[src/rtl/wb_conbus_rr.sv]
// Shared-bus Wishbone interconnect: N masters, round-robin arbitration, address-MSB slave
// decode, bus-error termination for unmapped slots and a no-ack watchdog.
module wb_conbus_rr #(
    parameter int unsigned N_MASTERS = 2,
    parameter int unsigned N_SLAVES  = 5,
    parameter int unsigned S_ADDR_W  = 3,
    parameter int unsigned TIMEOUT   = 255
) (
    input  logic                      clk,
    input  logic                      reset,
    input  logic [32*N_MASTERS-1:0]   m_adr_i,
    input  logic [32*N_MASTERS-1:0]   m_dat_i,
    input  logic [4*N_MASTERS-1:0]    m_sel_i,
    input  logic [N_MASTERS-1:0]      m_we_i,
    input  logic [N_MASTERS-1:0]      m_cyc_i,
    input  logic [N_MASTERS-1:0]      m_stb_i,
    output logic [31:0]               m_dat_o,
    output logic [N_MASTERS-1:0]      m_ack_o,
    output logic [N_MASTERS-1:0]      m_err_o,
    output logic [31:0]               s_adr_o,
    output logic [31:0]               s_dat_o,
    output logic [3:0]                s_sel_o,
    output logic                      s_we_o,
    output logic [N_SLAVES-1:0]       s_cyc_o,
    output logic [N_SLAVES-1:0]       s_stb_o,
    input  logic [32*N_SLAVES-1:0]    s_dat_i,
    input  logic [N_SLAVES-1:0]       s_ack_i,
    output logic [N_MASTERS-1:0]      grant_o
);

    localparam int unsigned IW = (N_MASTERS > 1) ? $clog2(N_MASTERS) : 1;
    localparam logic [IW-1:0] LAST_RST = IW'(N_MASTERS - 1);
    localparam logic [7:0] TIMEOUT_CNT = 8'(TIMEOUT);
    localparam logic [S_ADDR_W:0] SLOT_LIMIT = (S_ADDR_W + 1)'(N_SLAVES);

    typedef enum logic [0:0] {StIdle, StBusy} state_e;

    state_e               state_q, state_d;
    logic [N_MASTERS-1:0] grant_q, grant_d;
    logic [IW-1:0]        gidx_q, gidx_d;
    logic [IW-1:0]        last_q, last_d;
    logic [7:0]           wd_q, wd_d;
    logic                 err_q, err_d;

    logic                 granted;
    logic                 gcyc;
    logic                 gstb;
    logic [S_ADDR_W-1:0]  slot;
    logic                 mapped;
    logic                 ack;
    logic                 err_wd;
    logic                 bus_err;

    logic                 pick_found;
    logic [IW-1:0]        pick_idx;
    logic [IW-1:0]        cand;

    // State register
    always_ff @(posedge clk or posedge reset) begin
        if (reset) begin
            state_q <= StIdle;
            grant_q <= '0;
            gidx_q  <= '0;
            last_q  <= LAST_RST;
            wd_q    <= '0;
            err_q   <= 1'b0;
        end else begin
            state_q <= state_d;
            grant_q <= grant_d;
            gidx_q  <= gidx_d;
            last_q  <= last_d;
            wd_q    <= wd_d;
            err_q   <= err_d;
        end
    end

    // Next-state: round-robin pick starts one past the last grantee
    always_comb begin
        state_d    = state_q;
        grant_d    = grant_q;
        gidx_d     = gidx_q;
        last_d     = last_q;
        pick_found = 1'b0;
        pick_idx   = '0;
        cand       = '0;
        for (int i = 1; i <= int'(N_MASTERS); i++) begin
            cand = IW'((int'(last_q) + i) % int'(N_MASTERS));
            if (!pick_found && m_cyc_i[cand]) begin
                pick_found = 1'b1;
                pick_idx   = cand;
            end
        end

        unique case (state_q)
            StIdle: begin
                if (pick_found) begin
                    state_d           = StBusy;
                    grant_d           = '0;
                    grant_d[pick_idx] = 1'b1;
                    gidx_d            = pick_idx;
                end
            end
            StBusy: begin
                if (!gcyc) begin
                    state_d = StIdle;
                    grant_d = '0;
                    last_d  = gidx_q;
                end
            end
            default: begin
                state_d = StIdle;
                grant_d = '0;
            end
        endcase

        // Unmapped slot: err pulse next cycle, then one cycle off before re-evaluating
        err_d = gstb && !mapped && !err_q;
        wd_d  = (!gstb || ack || bus_err) ? 8'd0 : wd_q + 8'd1;
    end

    // Outputs: master-side mux driven purely from the registered grant
    always_comb begin
        s_adr_o = '0;
        s_dat_o = '0;
        s_sel_o = '0;
        s_we_o  = 1'b0;
        gcyc    = 1'b0;
        gstb    = 1'b0;
        for (int j = 0; j < int'(N_MASTERS); j++) begin
            if (grant_q[j]) begin
                s_adr_o = m_adr_i[32*j +: 32];
                s_dat_o = m_dat_i[32*j +: 32];
                s_sel_o = m_sel_i[4*j +: 4];
                s_we_o  = m_we_i[j];
                gcyc    = m_cyc_i[j];
                gstb    = m_stb_i[j];
            end
        end
    end

    assign granted = |grant_q;
    assign slot    = s_adr_o[31 -: S_ADDR_W];
    assign mapped  = {1'b0, slot} < SLOT_LIMIT;

    // Slave-side decode; acks from other slots never reach the master
    always_comb begin
        s_cyc_o = '0;
        s_stb_o = '0;
        m_dat_o = '0;
        ack     = 1'b0;
        for (int k = 0; k < int'(N_SLAVES); k++) begin
            if (granted && slot == S_ADDR_W'(k)) begin
                s_cyc_o[k] = gcyc;
                s_stb_o[k] = gstb;
                m_dat_o    = s_dat_i[32*k +: 32];
                ack        = s_ack_i[k];
            end
        end
    end

    // A same-cycle ack always wins over any error source
    assign err_wd  = gstb && (wd_q == TIMEOUT_CNT) && !ack;
    assign bus_err = (err_q || err_wd) && !ack;

    assign m_ack_o = grant_q & {N_MASTERS{ack}};
    assign m_err_o = grant_q & {N_MASTERS{bus_err}};
    assign grant_o = grant_q;

endmodule
[config.mk]
export PLATFORM = sky130hd
export DESIGN_NAME = wb_conbus_rr
export DESIGN_NICKNAME = d
export VERILOG_FILES = /design/src/rtl/wb_conbus_rr.sv
export SDC_FILE = /design/constraint.sdc
export NUM_CORES = 1
export LEC_CHECK = 0
export ABC_AREA = 1
export ABC_CLOCK_PERIOD_IN_PS = 1900
export CAP_MARGIN = 5
export CORE_AREA = 10 10 157 159
export CTS_BUF_LIST = sky130_fd_sc_hd__clkbuf_8
export CTS_CLUSTER_SIZE = 24
export DETAILED_ROUTE_END_ITERATION = 10
export DIE_AREA = 0 0 167 169
export PLACE_DENSITY_LB_ADDON = 0.2
export SYNTH_ARGS = -nofsm -noshare
export SYNTH_HDL_FRONTEND = slang
export SYNTH_SLANG_ARGS = --single-unit
[constraint.sdc]
create_clock -name clk -period 1.9 [get_ports clk]
set_input_delay 0.19 -clock clk [delete_from_list [all_inputs] [get_ports clk]]
set_output_delay 0.19 -clock clk [all_outputs]
set_load 0.05 [all_outputs]
==> out/results.ini, run 1 <==
[layout]
syn_to_final_growth_pct=293
final_cell_area_um2=10700
filler_cell_count=1960
drive_above_1_share_pct=40.1
final_net_count=1237

[clocking]
htreeDepth=1
cts-hold-fix-buffers=0
tritoncts=yes
clkSlewWorstSetupHoldPaths_ns=0.06
cts.sink_count=14
clock-root-buffer=sky130_fd_sc_hd__clkbuf_8
cts_buffers=3
worst_skew_pair.late_latency_ns=0.24
cts.path.max_buffers=2

[global_route]
pin_count_of_the_biggest_net_entering_global_routing=42
globalRouteTotalUtil_pct=17.5
grt_pass1_wl_mm=38.2
total_gr_overflow=0
first_global_vias=5647
number_of_antenna_violations_at_the_first_check_in_global_routing=2

[job]
drv.max_cap_violation_count=0

[synth]
count_of_mapped_cells_out_of_synthesis=463
ys_ff_latch=14
synthDistinctLibCells=30
synth.yosys.seq_area_share_pct=13.0
synth.net_count=773
netlist_top_cells_area=sky130_fd_sc_hd__nand3_1, sky130_fd_sc_hd__a22o_1, sky130_fd_sc_hd__nand2_1, sky130_fd_sc_hd__dfrtp_1, sky130_fd_sc_hd__o21ai_1
post-synth-top-area-cell=sky130_fd_sc_hd__nand3_1
synth_warnings=0
post-synth-top-area-fraction_pct=25.3
synth.cell_area_um2=2710
syn_avg_cell_area_um2=5.85

[floorplan]
initial_core_utilization_pct=12.6
core_area_um2=21600
fp.dieArea_um2=28200
dieHeight_um=169
placementRows=54
io-pin-count=426
die_w_um=167

[sta]
layout_min_cycle_time_ns=2.21
clock-skew-final_ns=0.00384
grt_setup_unrepaired=true
hold_viol_final=0
maxSlewHeadroom_pct=62.4
setup_viol=122
layout_setup_ws_ns=-0.309
fin_crit_sh_pct=116
drv_slew=0
fmax_ghz=0.453
worst-slew-pin-transition_ns=0.564

[run_status]
outcome=complete, but fails checks
violations=negative setup slack

[power_and_ir_drop]
power.share.switching_pct=51.1
power.share.combinational_pct=96.6
clock_power_share_pct=1.2
pwr_cell_area_nw_per_um2=1920
p_seq_share_pct=2.3
leakagePower_nw=4.45
p_sw_mw=10.5
internal_power_mw=10.0
worst_ir_drop_vdd_uv=817

[critical_path]
critical_path_buf_inv_count=5
timing.critical_path.cells=clkinv_4, nand3_2, nand3_4, nor2_4, buf_4, buf_12, buf_4, nand3_1, nand3_1, o21ai_2, nand3_4, buf_12
cp_top_family=buffers and inverters
crit_path_end_kind=output pin
worst_path_max_delay_cell=sky130_fd_sc_hd__dfrtp_2
setup.worst_path.class=reg2out
path_max_fanout=8
critical_path.startpoint_type=register
cp_data_required_time_ns=1.71
critPathMaxStageDelay_ns=0.47
critical_path_arrival_ns=2.02

[detailed_routing]
post_drt_wl_per_cell_um=22.7
viasPerCell=4.42
ant_nets=0
drc=0
drt_iter0_drcs=314
dr_total_vias=5330
postRouteWirelength_mm=27.4
dr.pass1.iters=4

[hold_path]
hold_class=in2async

[placed_design]
port_buffers=425
sum_of_net_half_perimeters_after_detailed_placement_mm=22.1
placedInstanceArea_um2=9350
globalplace.congestion=0.855
place_ws_ns=-0.195

==> through the flow <==
stage                     std cells  setup TNS, ns  power [mW]  util (%)  hold WS [ns]
after detailed placement       1169          -5.68        17.8      43.4         0.430
after CTS                      1197         -19.93        20.0      47.8         0.315
after global routing           1207         -35.16        21.3      49.4         0.355
after global placement         1169          -4.83        17.8      43.4         0.422
after floorplan                 463          -8.79        9.23         -        0.0784
final                          1207         -23.43        20.5      49.4         0.300
==> Yosys cell counts <==
master                     instances
sky130_fd_sc_hd__o21ai_1          31
sky130_fd_sc_hd__clkbuf_1         20
sky130_fd_sc_hd__buf_2            15
sky130_fd_sc_hd__o22ai_1           1
sky130_fd_sc_hd__buf_1             4
sky130_fd_sc_hd__nand4_1           2
sky130_fd_sc_hd__a22oi_2           1
sky130_fd_sc_hd__mux2_2            1
sky130_fd_sc_hd__or2_1             1
sky130_fd_sc_hd__nand2_2           4
sky130_fd_sc_hd__nor2_2            2
sky130_fd_sc_hd__nand2_1          96
sky130_fd_sc_hd__buf_4             1
sky130_fd_sc_hd__ha_1              1
sky130_fd_sc_hd__dfstp_2           1
sky130_fd_sc_hd__xor2_1            1
sky130_fd_sc_hd__inv_2             6
sky130_fd_sc_hd__nand3_2           1
sky130_fd_sc_hd__a22o_1           66
sky130_fd_sc_hd__nand3_1         137
sky130_fd_sc_hd__nor2_4            2
sky130_fd_sc_hd__dfrtp_1          13
sky130_fd_sc_hd__nor4_1            1
sky130_fd_sc_hd__o21bai_1          1
sky130_fd_sc_hd__a21boi_0          1
sky130_fd_sc_hd__inv_1            14
sky130_fd_sc_hd__xnor2_1           2
sky130_fd_sc_hd__nand2_4           1
sky130_fd_sc_hd__nor2_1           31
sky130_fd_sc_hd__o21ai_0           5
==> power groups by stage <==
stage / logic (mW) / registers [mW] / clock network, mW
final: 19.8 / 0.463 / 0.243
after global routing: 20.6 / 0.474 / 0.264
after CTS: 19.3 / 0.453 / 0.249
after detailed placement: 17.4 / 0.447 / 0
after global placement: 17.3 / 0.451 / 0
after floorplan: 8.74 / 0.496 / 0
==> cell usage in the layout, fill, tap and decap left out, types with 3 or more instances in the layout <==
cell type and count:
sky130_fd_sc_hd__buf_16 9, sky130_fd_sc_hd__clkdlybuf4s50_1 308, sky130_fd_sc_hd__buf_12 130, sky130_fd_sc_hd__buf_6 8, sky130_fd_sc_hd__nor2_4 19, sky130_fd_sc_hd__o21ai_2 29
sky130_fd_sc_hd__a22o_1 13, sky130_fd_sc_hd__nand3_2 3, sky130_fd_sc_hd__o21ai_0 5, sky130_fd_sc_hd__nand2_1 80, sky130_fd_sc_hd__clkbuf_8 3, sky130_fd_sc_hd__buf_8 3
sky130_fd_sc_hd__nand3_4 36, sky130_fd_sc_hd__nand2_4 7, sky130_fd_sc_hd__inv_2 5, sky130_fd_sc_hd__buf_4 37, sky130_fd_sc_hd__nor2_2 3, sky130_fd_sc_hd__inv_1 14
sky130_fd_sc_hd__dfrtp_1 11, sky130_fd_sc_hd__nand2_2 12, sky130_fd_sc_hd__a22o_4 51, sky130_fd_sc_hd__nand3_1 99, sky130_fd_sc_hd__nor2_1 13
==> kinds of logic after synthesis <==
kind of cell	synth area share, %
compound gates	29.2
fa+ha+maj	0.462
mux	0.415
xor+xnor	0.970
flops	13.0
buf+inv	9.14
simple gates	46.8
==> flip-flops by register name, summed over array words and instances, names as in the netlist <==
name / count
wd_q: 8
last_q: 1
gidx_q: 1
err_q: 1
grant_o: 2
state_q: 1
==> worst paths after layout <==
check | start | endpoint | slack [ns] | cells past startpoint
max in group asynchronous | reset | grant_o[0] | 1.20 | 2
setup reg to reg | grant_o[1] | last_q | -0.16 | 12
hold reg to reg | err_q | err_q | 0.44 | 1
setup / recovery | grant_o[1] | m_dat_o[3] | -0.31 | 12
min in group clk | err_q | err_q | 0.44 | 1
hold / removal | reset | wd_q[7] | 0.30 | 2
==> routing by layer <==
layer | up-vias | track usage [%] | share of wire (%)
met5 | - | 0 | 0.048
met4 | 2 | 2.75 | 0.81
met3 | 14 | 5.97 | 8.6
met2 | 264 | 34.0 | 55
met1 | 2459 | 17.9 | 35
li1 | 2591 | - | -
==> what timing repair did <==
action                                  4_1_cts  5_1_grt
cloned                                       10        2
pin swaps                                    11       14
endpoints found under the setup margin       84      123
resized for setup                            99       46
setup buffers                                15        7
==> layout make-up <==
type | instances | area (um2) | area share (%)
multi-input cells | 389 | 3360 | 31.5
well taps | 280 | 350 | 3.29
flip-flops and latches | 14 | 354 | 3.32
repair buffers | 499 | 6460 | 60.6
inverters | 20 | 82.6 | 0.775
diodes | 1 | 2.50 | 0.0235
clock buffers | 3 | 41.3 | 0.388
clock inverters | 1 | 3.75 | 0.0352
Power figures use the tool's default switching activity.
==> run 2, diff against run 1 <==
- GPL_TIMING_DRIVEN: unset -> 0
==> run 2 against run 1 <==
  * The flow still finishes with violations (negative setup slack)
  * Clock skew is 0.0024 ns lower
  * Critical path depth down 2
  * Final cell count stayed put
  * Maximum frequency fell by 1.3%
  * Sequential cell count unchanged
  * Combinational power fell by 18%
  * First-iteration DRC count fell by 35%
  * Register-to-register slack better by 0.31 ns
  * Die area is the same
  * Highest routed layer unchanged
==> out/results.ini, run 2 (synthesized netlist as in run 1, its figures left out) <==
[sta]
fmax_ghz=0.447
clock-skew-final_ns=0.00145
layout_min_cycle_time_ns=2.24
grt_setup_unrepaired=true
hold_viol_final=0
maxSlewHeadroom_pct=63.0
fin_crit_sh_pct=118
drv_slew=0
worst-slew-pin-transition_ns=0.553
layout_setup_ws_ns=-0.338
setup_viol=43

[layout]
final_cell_count_no_fill=1207
layout_common_cells=sky130_fd_sc_hd__clkdlybuf4s50_1, sky130_fd_sc_hd__nand2_1, sky130_fd_sc_hd__nand3_1
layout_commonest_cell=sky130_fd_sc_hd__clkdlybuf4s50_1
multiInputGateArea_um2=3250
filler_cell_count=2190
syn_to_final_growth_pct=241
largest_register=wd_q
final_net_count=1237
final_cell_area_um2=9250
drive_above_1_share_pct=40.6
sequential_cell_area_um2=354
largest_register_ff_count=8

[placed_design]
place_ws_ns=-1.42
sum_of_net_half_perimeters_after_detailed_placement_mm=22.2
placedInstanceArea_um2=7940
post-place-cells=1168
port_buffers=425
globalplace.congestion=0.831

[critical_path]
setup.worst_path.class=reg2out
crit_end=m_dat_o[9]
worst_r2r_path_depth=12
critical_path.startpoint_type=register
crit_path_end_kind=output pin
path_max_fanout=10
cp_data_required_time_ns=1.71
critical_path_arrival_ns=2.05
crit-reg2reg-launch=grant_o[1]
reg2reg_setup_slack_ns=0.15
crit-reg2reg-capture=wd_q[4]
critical_path.startpoint=grant_o[1]

[global_route]
pin_count_of_the_biggest_net_entering_global_routing=15
total_gr_overflow=0
number_of_antenna_violations_at_the_first_check_in_global_routing=5
first_global_vias=5673
globalRouteTotalUtil_pct=16.7
grt_pass1_wl_mm=37.0

[detailed_routing]
viasPerCell=4.37
dr_total_vias=5269
drt_iter0_drcs=203
ant_nets=0
drc=0
post_drt_wl_per_cell_um=21.5
postRouteWirelength_mm=25.9
dr.pass1.iters=4

[power_and_ir_drop]
leakagePower_nw=3.99
pwr_cell_area_nw_per_um2=1830
worst_ir_drop_vdd_uv=857
power.total_mw=17.0

[floorplan]
io-pin-count=426
placementRows=54
dieHeight_um=169
die_w_um=167
initial_core_utilization_pct=12.6
core_area_um2=21600
fp.dieArea_um2=28200

[clocking]
worst_skew_pair.late_latency_ns=0.24
tritoncts=yes
htreeDepth=1
clkSlewWorstSetupHoldPaths_ns=0.06
cts.sink_count=14
cts.path.max_buffers=2
clock-root-buffer=sky130_fd_sc_hd__clkbuf_8
cts_buffers=3
cts-hold-fix-buffers=0

[hold_path]
hold_class=in2async

[run_status]
violations=negative setup slack
outcome=complete, but fails checks

[job]
drv.max_cap_violation_count=0

[run 2: cell types whose count changed in the layout (fill, tap and decap cells not counted), moves of 34 or more]
cell                     change
sky130_fd_sc_hd__buf_6      +46
sky130_fd_sc_hd__buf_8      +40
sky130_fd_sc_hd__buf_12    -123
sky130_fd_sc_hd__a22o_2     +34
sky130_fd_sc_hd__a22o_4     -47
[run 2: final cells by class]
type / count / share of cell area (%)
Sequential cell: 14 / 3.83
Buffer: 38 / 4.76
Multi-Input combinational cell: 389 / 35.1
Clock buffer: 4 / 0.595
Inverter: 20 / 1.05
Tap cell: 280 / 3.79
Timing Repair Buffer: 461 / 50.9
Antenna cell: 1 / 0.0270
[run 2: timing repair]
| item | 4_1_cts | 5_1_grt |
|---|---|---|
| gates resized for setup | 789 | 216 |
| setup endpoints to repair | 124 | 114 |
| setup buffers | 27 | 6 |
| pin swaps | 12 | 7 |
| gates cloned | 2 | 1 |
[run 2: worst min-delay path by stage]
stage	end	start	slack, ns	cells past startpoint
floorplan	err_q	reset	0.08	1
global placement	err_q	err_q	0.43	1
detailed placement	err_q	err_q	0.42	1
CTS	gidx_q	reset	0.31	2
global route	state_q	reset	0.35	2
finish	state_q	reset	0.30	2
[run 2: through the flow]
| step | util, % | setup TNS [ns] | hold slack (ns) |
|---|---|---|---|
| 3_3_place_gp | 36.9 | -110.34 | 0.434 |
| 5_1_grt | 42.9 | -17.36 | 0.355 |
| 3_5_place_dp | 36.9 | -111.54 | 0.421 |
| 2_1_floorplan | - | -8.79 | 0.0784 |
| 4_1_cts | 41.5 | -18.49 | 0.314 |
| 6_report | 42.9 | -11.78 | 0.297 |
[run 2: metal layers]
metal | GRT usage (%) | vias to the layer above | share of wire (%)
li1 | - | 2582 | -
met1 | 16.5 | 2395 | 35
met2 | 31.7 | 262 | 53
met3 | 7.36 | 24 | 10
met4 | 2.67 | 6 | 1.3
met5 | 0 | - | 0.11
[run 2: critical path, stage by stage (launching register included)]
cell,delay (ns)
sky130_fd_sc_hd__dfrtp_2,0.45
sky130_fd_sc_hd__buf_8,0.17
sky130_fd_sc_hd__nand2_8,0.07
sky130_fd_sc_hd__inv_4,0.04
sky130_fd_sc_hd__nor2_4,0.19
sky130_fd_sc_hd__nand3_2,0.13
sky130_fd_sc_hd__buf_12,0.18
sky130_fd_sc_hd__buf_12,0.16
sky130_fd_sc_hd__o21ai_2,0.16
sky130_fd_sc_hd__nand3_4,0.09
sky130_fd_sc_hd__buf_8,0.16
[run 2: report_power, final]
part	switching [mW]	total, mW	internal [mW]	leakage, nW
clock network	0.107	0.290	0.183	0.0288
logic	9.72	16.2	6.49	3.78
registers	0.0792	0.455	0.376	0.182
